[config.mk]
export PLATFORM = sky130hd
export DESIGN_NAME = sdram_init_refresh_flat
export DESIGN_NICKNAME = d
export VERILOG_FILES = /design/src/rtl/sdram_init_refresh_pkg.sv /design/src/rtl/sdram_init_refresh_if.sv /design/src/rtl/sdram_refresh_timer.sv /design/src/rtl/sdram_init_refresh.sv /design/src/flat_wrapper.sv
export SDC_FILE = /design/constraint.sdc
export NUM_CORES = 1
export LEC_CHECK = 0
export CORE_ASPECT_RATIO = 0.8
export CORE_MARGIN = 2
export CORE_UTILIZATION = 60
export CTS_BUF_LIST = sky130_fd_sc_hd__clkbuf_8
export DETAILED_ROUTE_END_ITERATION = 12
export HOLD_SLACK_MARGIN = 0.03
export PLACE_DENSITY = 0.91
export SETUP_SLACK_MARGIN = 0.4
export SLEW_MARGIN = 20
export SYNTH_ARGS = -nofsm -noshare
export SYNTH_HDL_FRONTEND = slang
export SYNTH_SLANG_ARGS = --single-unit
[constraint.sdc]
create_clock -name clk -period 5.12 [get_ports clk]
set_input_delay 0.768 -clock clk [delete_from_list [all_inputs] [get_ports clk]]
set_output_delay 0.768 -clock clk [all_outputs]
set_load 0.03 [all_outputs]
[src/rtl/sdram_init_refresh_pkg.sv]
// SDRAM init/refresh shared definitions: command codes, FSM states,
// and a width helper for the wait counter.
package sdram_init_refresh_pkg;

    // {CSn, RASn, CASn, WEn}
    localparam logic [3:0] CMD_LMR  = 4'b0000;
    localparam logic [3:0] CMD_REF  = 4'b0001;
    localparam logic [3:0] CMD_PRE  = 4'b0010;
    localparam logic [3:0] CMD_ACT  = 4'b0011;
    localparam logic [3:0] CMD_WR   = 4'b0100;
    localparam logic [3:0] CMD_RD   = 4'b0101;
    localparam logic [3:0] CMD_BST  = 4'b0110;
    localparam logic [3:0] CMD_NOP  = 4'b0111;
    localparam logic [3:0] CMD_DESL = 4'b1111;

    localparam logic [12:0] A10_ALL = 13'h0400;

    // Each state names the command already issued whose
    // timing window is being waited out.
    typedef enum logic [2:0] {
        ST_POWERUP,
        ST_PRE,
        ST_REF1,
        ST_REF2,
        ST_LMR,
        ST_IDLE,
        ST_REQ,
        ST_AREF
    } state_t;

    function automatic int max4(int a, int b, int c, int d);
        int m;
        m = a;
        if (b > m) m = b;
        if (c > m) m = c;
        if (d > m) m = d;
        return m;
    endfunction

endpackage

[src/rtl/sdram_init_refresh_if.sv]
// Command bus and refresh handshake between the init/refresh block
// (master) and the SDRAM controller (slave).
interface sdram_init_refresh_if;
    logic [3:0]  cmd;
    logic        cke;
    logic [1:0]  ba;
    logic [12:0] a;
    logic        own_bus;
    logic        init_done;
    logic        ref_req;
    logic        ref_gnt;
    logic        ref_done;
    logic        ref_overrun;

    modport master (
        output cmd, cke, ba, a, own_bus,
        output init_done, ref_req, ref_done, ref_overrun,
        input  ref_gnt
    );

    modport slave (
        input  cmd, cke, ba, a, own_bus,
        input  init_done, ref_req, ref_done, ref_overrun,
        output ref_gnt
    );
endinterface

[src/rtl/sdram_refresh_timer.sv]
// Refresh deadline timer with 3-bit saturating backlog and sticky overrun.
// Ports: clk, rstn, en (timer runs), dec (refresh taken), backlog, overrun.
module sdram_refresh_timer #(
    parameter int INTERVAL = 1100
) (
    input  logic       clk,
    input  logic       rstn,
    input  logic       en,
    input  logic       dec,
    output logic [2:0] backlog,
    output logic       overrun
);

    localparam int CNT_W = $clog2(INTERVAL);

    // The first interval is counted from the cycle en rises, which
    // is one cycle before the counter first sees en; start one short.
    localparam logic [CNT_W-1:0] START  = CNT_W'(INTERVAL - 2);
    localparam logic [CNT_W-1:0] RELOAD = CNT_W'(INTERVAL - 1);

    logic [CNT_W-1:0] cnt;
    logic             expire;

    assign expire = en && (cnt == '0);

    always_ff @(posedge clk or negedge rstn) begin
        if (!rstn) begin
            cnt     <= START;
            backlog <= '0;
            overrun <= 1'b0;
        end else begin
            if (!en)
                cnt <= START;
            else if (cnt == '0)
                cnt <= RELOAD;
            else
                cnt <= cnt - 1'b1;

            unique case ({expire, dec})
                2'b10: begin
                    if (backlog == 3'd7)
                        overrun <= 1'b1;
                    else
                        backlog <= backlog + 3'd1;
                end
                2'b01: begin
                    if (backlog != 3'd0)
                        backlog <= backlog - 3'd1;
                end
                default: ;
            endcase
        end
    end

endmodule

[src/rtl/sdram_init_refresh.sv]
// SDRAM power-up init sequencer and auto-refresh scheduler.
// Ports: clk, rstn, bus (cmd/cke/ba/a/own_bus, init/refresh handshake).
module sdram_init_refresh
    import sdram_init_refresh_pkg::*;
#(
    parameter int          T_POWERUP        = 14300,
    parameter int          T_RP             = 3,
    parameter int          T_RFC            = 9,
    parameter int          T_MRD            = 2,
    parameter int          REFRESH_INTERVAL = 1100,
    parameter logic [12:0] MODE             = 13'h030
) (
    input  logic                 clk,
    input  logic                 rstn,
    sdram_init_refresh_if.master bus
);

    localparam int WAIT_W =
        $clog2(max4(T_POWERUP, T_RP, T_RFC, T_MRD) + 1);

    localparam logic [WAIT_W-1:0] LD_RP  = WAIT_W'(T_RP - 1);
    localparam logic [WAIT_W-1:0] LD_RFC = WAIT_W'(T_RFC - 1);
    localparam logic [WAIT_W-1:0] LD_MRD = WAIT_W'(T_MRD - 1);

    state_t            state;
    logic [WAIT_W-1:0] wcnt;
    logic [3:0]        cmd;
    logic              cke;
    logic [1:0]        ba;
    logic [12:0]       a;
    logic              own_bus;
    logic              init_done;
    logic              ref_req;
    logic              ref_done;
    logic [2:0]        backlog;
    logic              overrun;
    logic              ref_take;

    // The grant is consumed on the same edge the REFRESH is issued.
    assign ref_take = (state == ST_REQ) && bus.ref_gnt;

    sdram_refresh_timer #(
        .INTERVAL (REFRESH_INTERVAL)
    ) u_timer (
        .clk     (clk),
        .rstn    (rstn),
        .en      (init_done),
        .dec     (ref_take),
        .backlog (backlog),
        .overrun (overrun)
    );

    always_ff @(posedge clk or negedge rstn) begin
        if (!rstn) begin
            state     <= ST_POWERUP;
            // Counts T_POWERUP NOP cycles after release before PRECHARGE.
            wcnt      <= WAIT_W'(T_POWERUP);
            cmd       <= CMD_NOP;
            cke       <= 1'b0;
            ba        <= '0;
            a         <= '0;
            own_bus   <= 1'b1;
            init_done <= 1'b0;
            ref_req   <= 1'b0;
            ref_done  <= 1'b0;
        end else begin
            cmd      <= CMD_NOP;
            ba       <= '0;
            a        <= '0;
            ref_done <= 1'b0;
            cke      <= 1'b1;

            if (wcnt != '0)
                wcnt <= wcnt - 1'b1;

            unique case (state)
                ST_POWERUP: begin
                    if (wcnt == '0) begin
                        cmd   <= CMD_PRE;
                        a     <= A10_ALL;
                        wcnt  <= LD_RP;
                        state <= ST_PRE;
                    end
                end
                ST_PRE: begin
                    if (wcnt == '0) begin
                        cmd   <= CMD_REF;
                        wcnt  <= LD_RFC;
                        state <= ST_REF1;
                    end
                end
                ST_REF1: begin
                    if (wcnt == '0) begin
                        cmd   <= CMD_REF;
                        wcnt  <= LD_RFC;
                        state <= ST_REF2;
                    end
                end
                ST_REF2: begin
                    if (wcnt == '0) begin
                        cmd   <= CMD_LMR;
                        a     <= MODE;
                        wcnt  <= LD_MRD;
                        state <= ST_LMR;
                    end
                end
                ST_LMR: begin
                    if (wcnt == '0) begin
                        init_done <= 1'b1;
                        own_bus   <= 1'b0;
                        state     <= ST_IDLE;
                    end
                end
                ST_IDLE: begin
                    if (backlog != 3'd0) begin
                        ref_req <= 1'b1;
                        state   <= ST_REQ;
                    end
                end
                ST_REQ: begin
                    if (bus.ref_gnt) begin
                        own_bus <= 1'b1;
                        cmd     <= CMD_REF;
                        ref_req <= 1'b0;
                        wcnt    <= LD_RFC;
                        state   <= ST_AREF;
                    end
                end
                ST_AREF: begin
                    if (wcnt == '0) begin
                        ref_done <= 1'b1;
                        own_bus  <= 1'b0;
                        // Re-request straight away so queued refreshes
                        // drain back to back.
                        if (backlog != 3'd0) begin
                            ref_req <= 1'b1;
                            state   <= ST_REQ;
                        end else begin
                            state   <= ST_IDLE;
                        end
                    end
                end
                default: state <= ST_POWERUP;
            endcase
        end
    end

    assign bus.cmd         = cmd;
    assign bus.cke         = cke;
    assign bus.ba          = ba;
    assign bus.a           = a;
    assign bus.own_bus     = own_bus;
    assign bus.init_done   = init_done;
    assign bus.ref_req     = ref_req;
    assign bus.ref_done    = ref_done;
    assign bus.ref_overrun = overrun;

endmodule

[src/flat_wrapper.sv]
// flat-port wrapper written by rule: the top's interface ports become plain ports
module sdram_init_refresh_flat import sdram_init_refresh_pkg::*;
#(
    parameter int          T_POWERUP        = 14300,
    parameter int          T_RP             = 3,
    parameter int          T_RFC            = 9,
    parameter int          T_MRD            = 2,
    parameter int          REFRESH_INTERVAL = 1100,
    parameter logic [12:0] MODE             = 13'h030
)
  (clk, rstn, bus_cmd, bus_cke, bus_ba, bus_a, bus_own_bus, bus_init_done, bus_ref_req, bus_ref_done, bus_ref_overrun, bus_ref_gnt);
  sdram_init_refresh_if bus_i ();
  input  logic clk;
  input  logic rstn;
  output wire logic [$bits(bus_i.cmd)-1:0] bus_cmd;
  output wire logic [$bits(bus_i.cke)-1:0] bus_cke;
  output wire logic [$bits(bus_i.ba)-1:0] bus_ba;
  output wire logic [$bits(bus_i.a)-1:0] bus_a;
  output wire logic [$bits(bus_i.own_bus)-1:0] bus_own_bus;
  output wire logic [$bits(bus_i.init_done)-1:0] bus_init_done;
  output wire logic [$bits(bus_i.ref_req)-1:0] bus_ref_req;
  output wire logic [$bits(bus_i.ref_done)-1:0] bus_ref_done;
  output wire logic [$bits(bus_i.ref_overrun)-1:0] bus_ref_overrun;
  input wire logic [$bits(bus_i.ref_gnt)-1:0] bus_ref_gnt;
  assign bus_cmd = bus_i.cmd;
  assign bus_cke = bus_i.cke;
  assign bus_ba = bus_i.ba;
  assign bus_a = bus_i.a;
  assign bus_own_bus = bus_i.own_bus;
  assign bus_init_done = bus_i.init_done;
  assign bus_ref_req = bus_i.ref_req;
  assign bus_ref_done = bus_i.ref_done;
  assign bus_ref_overrun = bus_i.ref_overrun;
  assign bus_i.ref_gnt = bus_ref_gnt;
  sdram_init_refresh #(.T_POWERUP(T_POWERUP), .T_RP(T_RP), .T_RFC(T_RFC), .T_MRD(T_MRD), .REFRESH_INTERVAL(REFRESH_INTERVAL), .MODE(MODE)) u_core (.clk(clk), .rstn(rstn), .bus(bus_i));
endmodule
==> metrics <==
Avg Cell Area, Syn=9.58 sq um; CTS tree=done; Hold Violations, Final=0; synthesis-stage register bit count=42; CP startpoint kind=flip-flop; DIE AREA=0.00424 sq mm; FP Rows=19; antenna diode count=0; final-report max-slew violation count=0; setup_tns=0 ps; synth-to-layout area growth=8.60%; CTS Buffer Depth=2; Max Cap Viol=0; Period minus WS final=2940 ps; highest-count cells in the layout ignoring fill and taps=nor2_1, dfrtp_1, nand2_1, dfstp_2; Placer Congestion=0.827; core area=0.00349 sq mm; Resize count post-CTS=0; Place WS=2050 ps; sequential area share after synthesis=47.9%; Worst EP required=5320 ps; initial core utilization=64.1%; crit end category=flip-flop; DR WL/cell=13.9 microns; FMAX=340 MHz; Unique masters post-synth=47; Crit path arrival time=3140 ps; port bufs=14; Post-route DRC=0; clk_lat worst skew=300 ps; Top FF cell, synth=dfrtp_1; Tot GR Track Use=21.6%; H-tree levels=2; # fillers=263; initial drt markers=104; status=finished clean; Worst-path clk slew=90 ps; share of cells above drive strength 1=14.6%; Final setup viols=0; fin util=69.6%; Placement Cell Area=0.00234 sq mm; RSZ-0062 raised after global routing=false; YS warnings=0; Detailed Route WL=4.02 mm; post-route cell area=0.00243 sq mm; # IOs=28; detailed-placement wirelength estimate=2.87 mm; fin crit share=57.4%; number of synthesized flops with an enable pin=0; clock sink count=42; peak fanout along the critical path=7; CTS root buf=clkbuf_8; type of the tightest min-delay check=reg -> reg; die height=58.7 microns; Cell Pwr Density=238 mW/mm^2; via count=1665; Slew Limit Headroom=37.1%; Pre-antenna DRT Iters=4; initial antenna violation count=0; commonest non-fill, non-tap cell in the layout=nor2_1; Post-CTS Setup Bufs=0; post-route ant nets=0; Remaining Overflow, GRT=0; number of global-route vias before repair=1545; Cell Area, Synth=0.00224 sq mm; largest net degree at the start of global routing=43; asr flop ratio synth=100%; kind of critical path=reg -> reg; die width=72.3 microns; first-pass GRT wire length=6.96 mm; Worst VDD drop=0.000223 V; total CTS buffers=5; leakage=0.000980 uW; DR vias/cell=5.76; cts hold-fix bufs=0; Least-Margin Pin Slew=935 ps; Post-Synthesis Cells=234; Final Skew=6.88 ps; final worst slack=2180 ps; fin nets=257
metrics by stage:
step	power, uW	hold WS, ps	instances
final	579	473	289
after global routing	599	528	289
after floorplan	360	463	246
after detailed placement	360	452	281
after global placement	360	455	281
after CTS	582	475	289
report_power, final:
group	switching [uW]	internal [uW]	total [uW]	leakage [uW]
clock network	127	98.4	225	0.0000447
registers	0.0821	333	333	0.000491
logic	19.9	1.63	21.6	0.000444
total	147	433	579	0.000980
state kept, by name, summed over array words and instances (netlist names):
name / count
u_core.bus.ref_done: 1
u_core.u_timer.cnt: 11
u_core.bus.own_bus: 1
u_core.u_timer.backlog: 3
u_core.state: 3
u_core.wcnt: 14
u_core.u_timer.overrun: 1
u_core.bus.ref_req: 1
u_core.bus.a: 2
u_core.bus.cke: 1
u_core.bus.init_done: 1
u_core.bus.cmd: 3
metal layers:
metal | track usage [%] | share of wire (%) | vias to the layer above
met4 | 8.63 | 1.4 | 0
met2 | 33.7 | 45 | 66
met3 | 5.82 | 5.8 | 7
met5 | 0 | 0 | -
met1 | 29.1 | 47 | 780
li1 | - | - | 812
area by class of cell:
class	instances	area (sq um)	area share (%)
Sequential cell	42	1070	44.1
Multi-Input combinational cell	171	1030	42.5
Timing Repair Buffer	14	135	5.55
Clock buffer	5	68.8	2.83
Tap cell	42	52.6	2.16
Inverter	12	45.0	1.85
Clock inverter	3	25.0	1.03
synth_stat cells, drive strengths merged (7+ instances only):
library cell | n | share of area [%]
nor2 | 25 | 4.2
dfrtp | 24 | 27
nand2 | 22 | 3.7
dfstp | 18 | 21
buf | 16 | 5.1
a21oi | 14 | 3.1
inv | 12 | 2.0
o21ai | 9 | 2.0
ha | 7 | 3.9
nor3 | 7 | 1.6
nor4 | 7 | 2.0
worst max-delay path, stage by stage, from the launching register on:
cell	delay [ps]
dfrtp_1	400
nor4_1	820
nand4b_1	290
or2_2	380
ha_1	280
a21oi_1	310
nand2_1	90
mux2_2	270
path summary, 6_finish.rpt:
kind | slack, ps | cells past startpoint | to | from
worst max-delay path | 2180 | 7 | u_core.u_timer.backlog[0] | u_core.u_timer.cnt[5]
worst min-delay path | 470 | 1 | u_core.u_timer.overrun | u_core.u_timer.overrun
worst max register to register | 2180 | 7 | u_core.u_timer.backlog[0] | u_core.u_timer.cnt[5]
worst min register to register | 470 | 1 | u_core.u_timer.overrun | u_core.u_timer.overrun
max in group asynchronous | 3980 | 1 | u_core.bus.ref_done | rstn
min in group asynchronous | 580 | 1 | u_core.wcnt[5] | rstn
cell families after synthesis:
| logic type | after synthesis | synth area share [%] |
|---|---|---|
| AOI/OAI and AO/OA | 36 | 9.66 |
| xor gates and xnor gates | 12 | 4.69 |
| adders and majority gates | 8 | 4.80 |
| buffers and inverters | 33 | 7.98 |
| DFF | 42 | 47.9 |
| muxes | 4 | 1.90 |
| other | 2 | 0.335 |
| and+or+nand+nor | 97 | 22.7 |
Note: power is estimated with default switching activity, not from simulation.
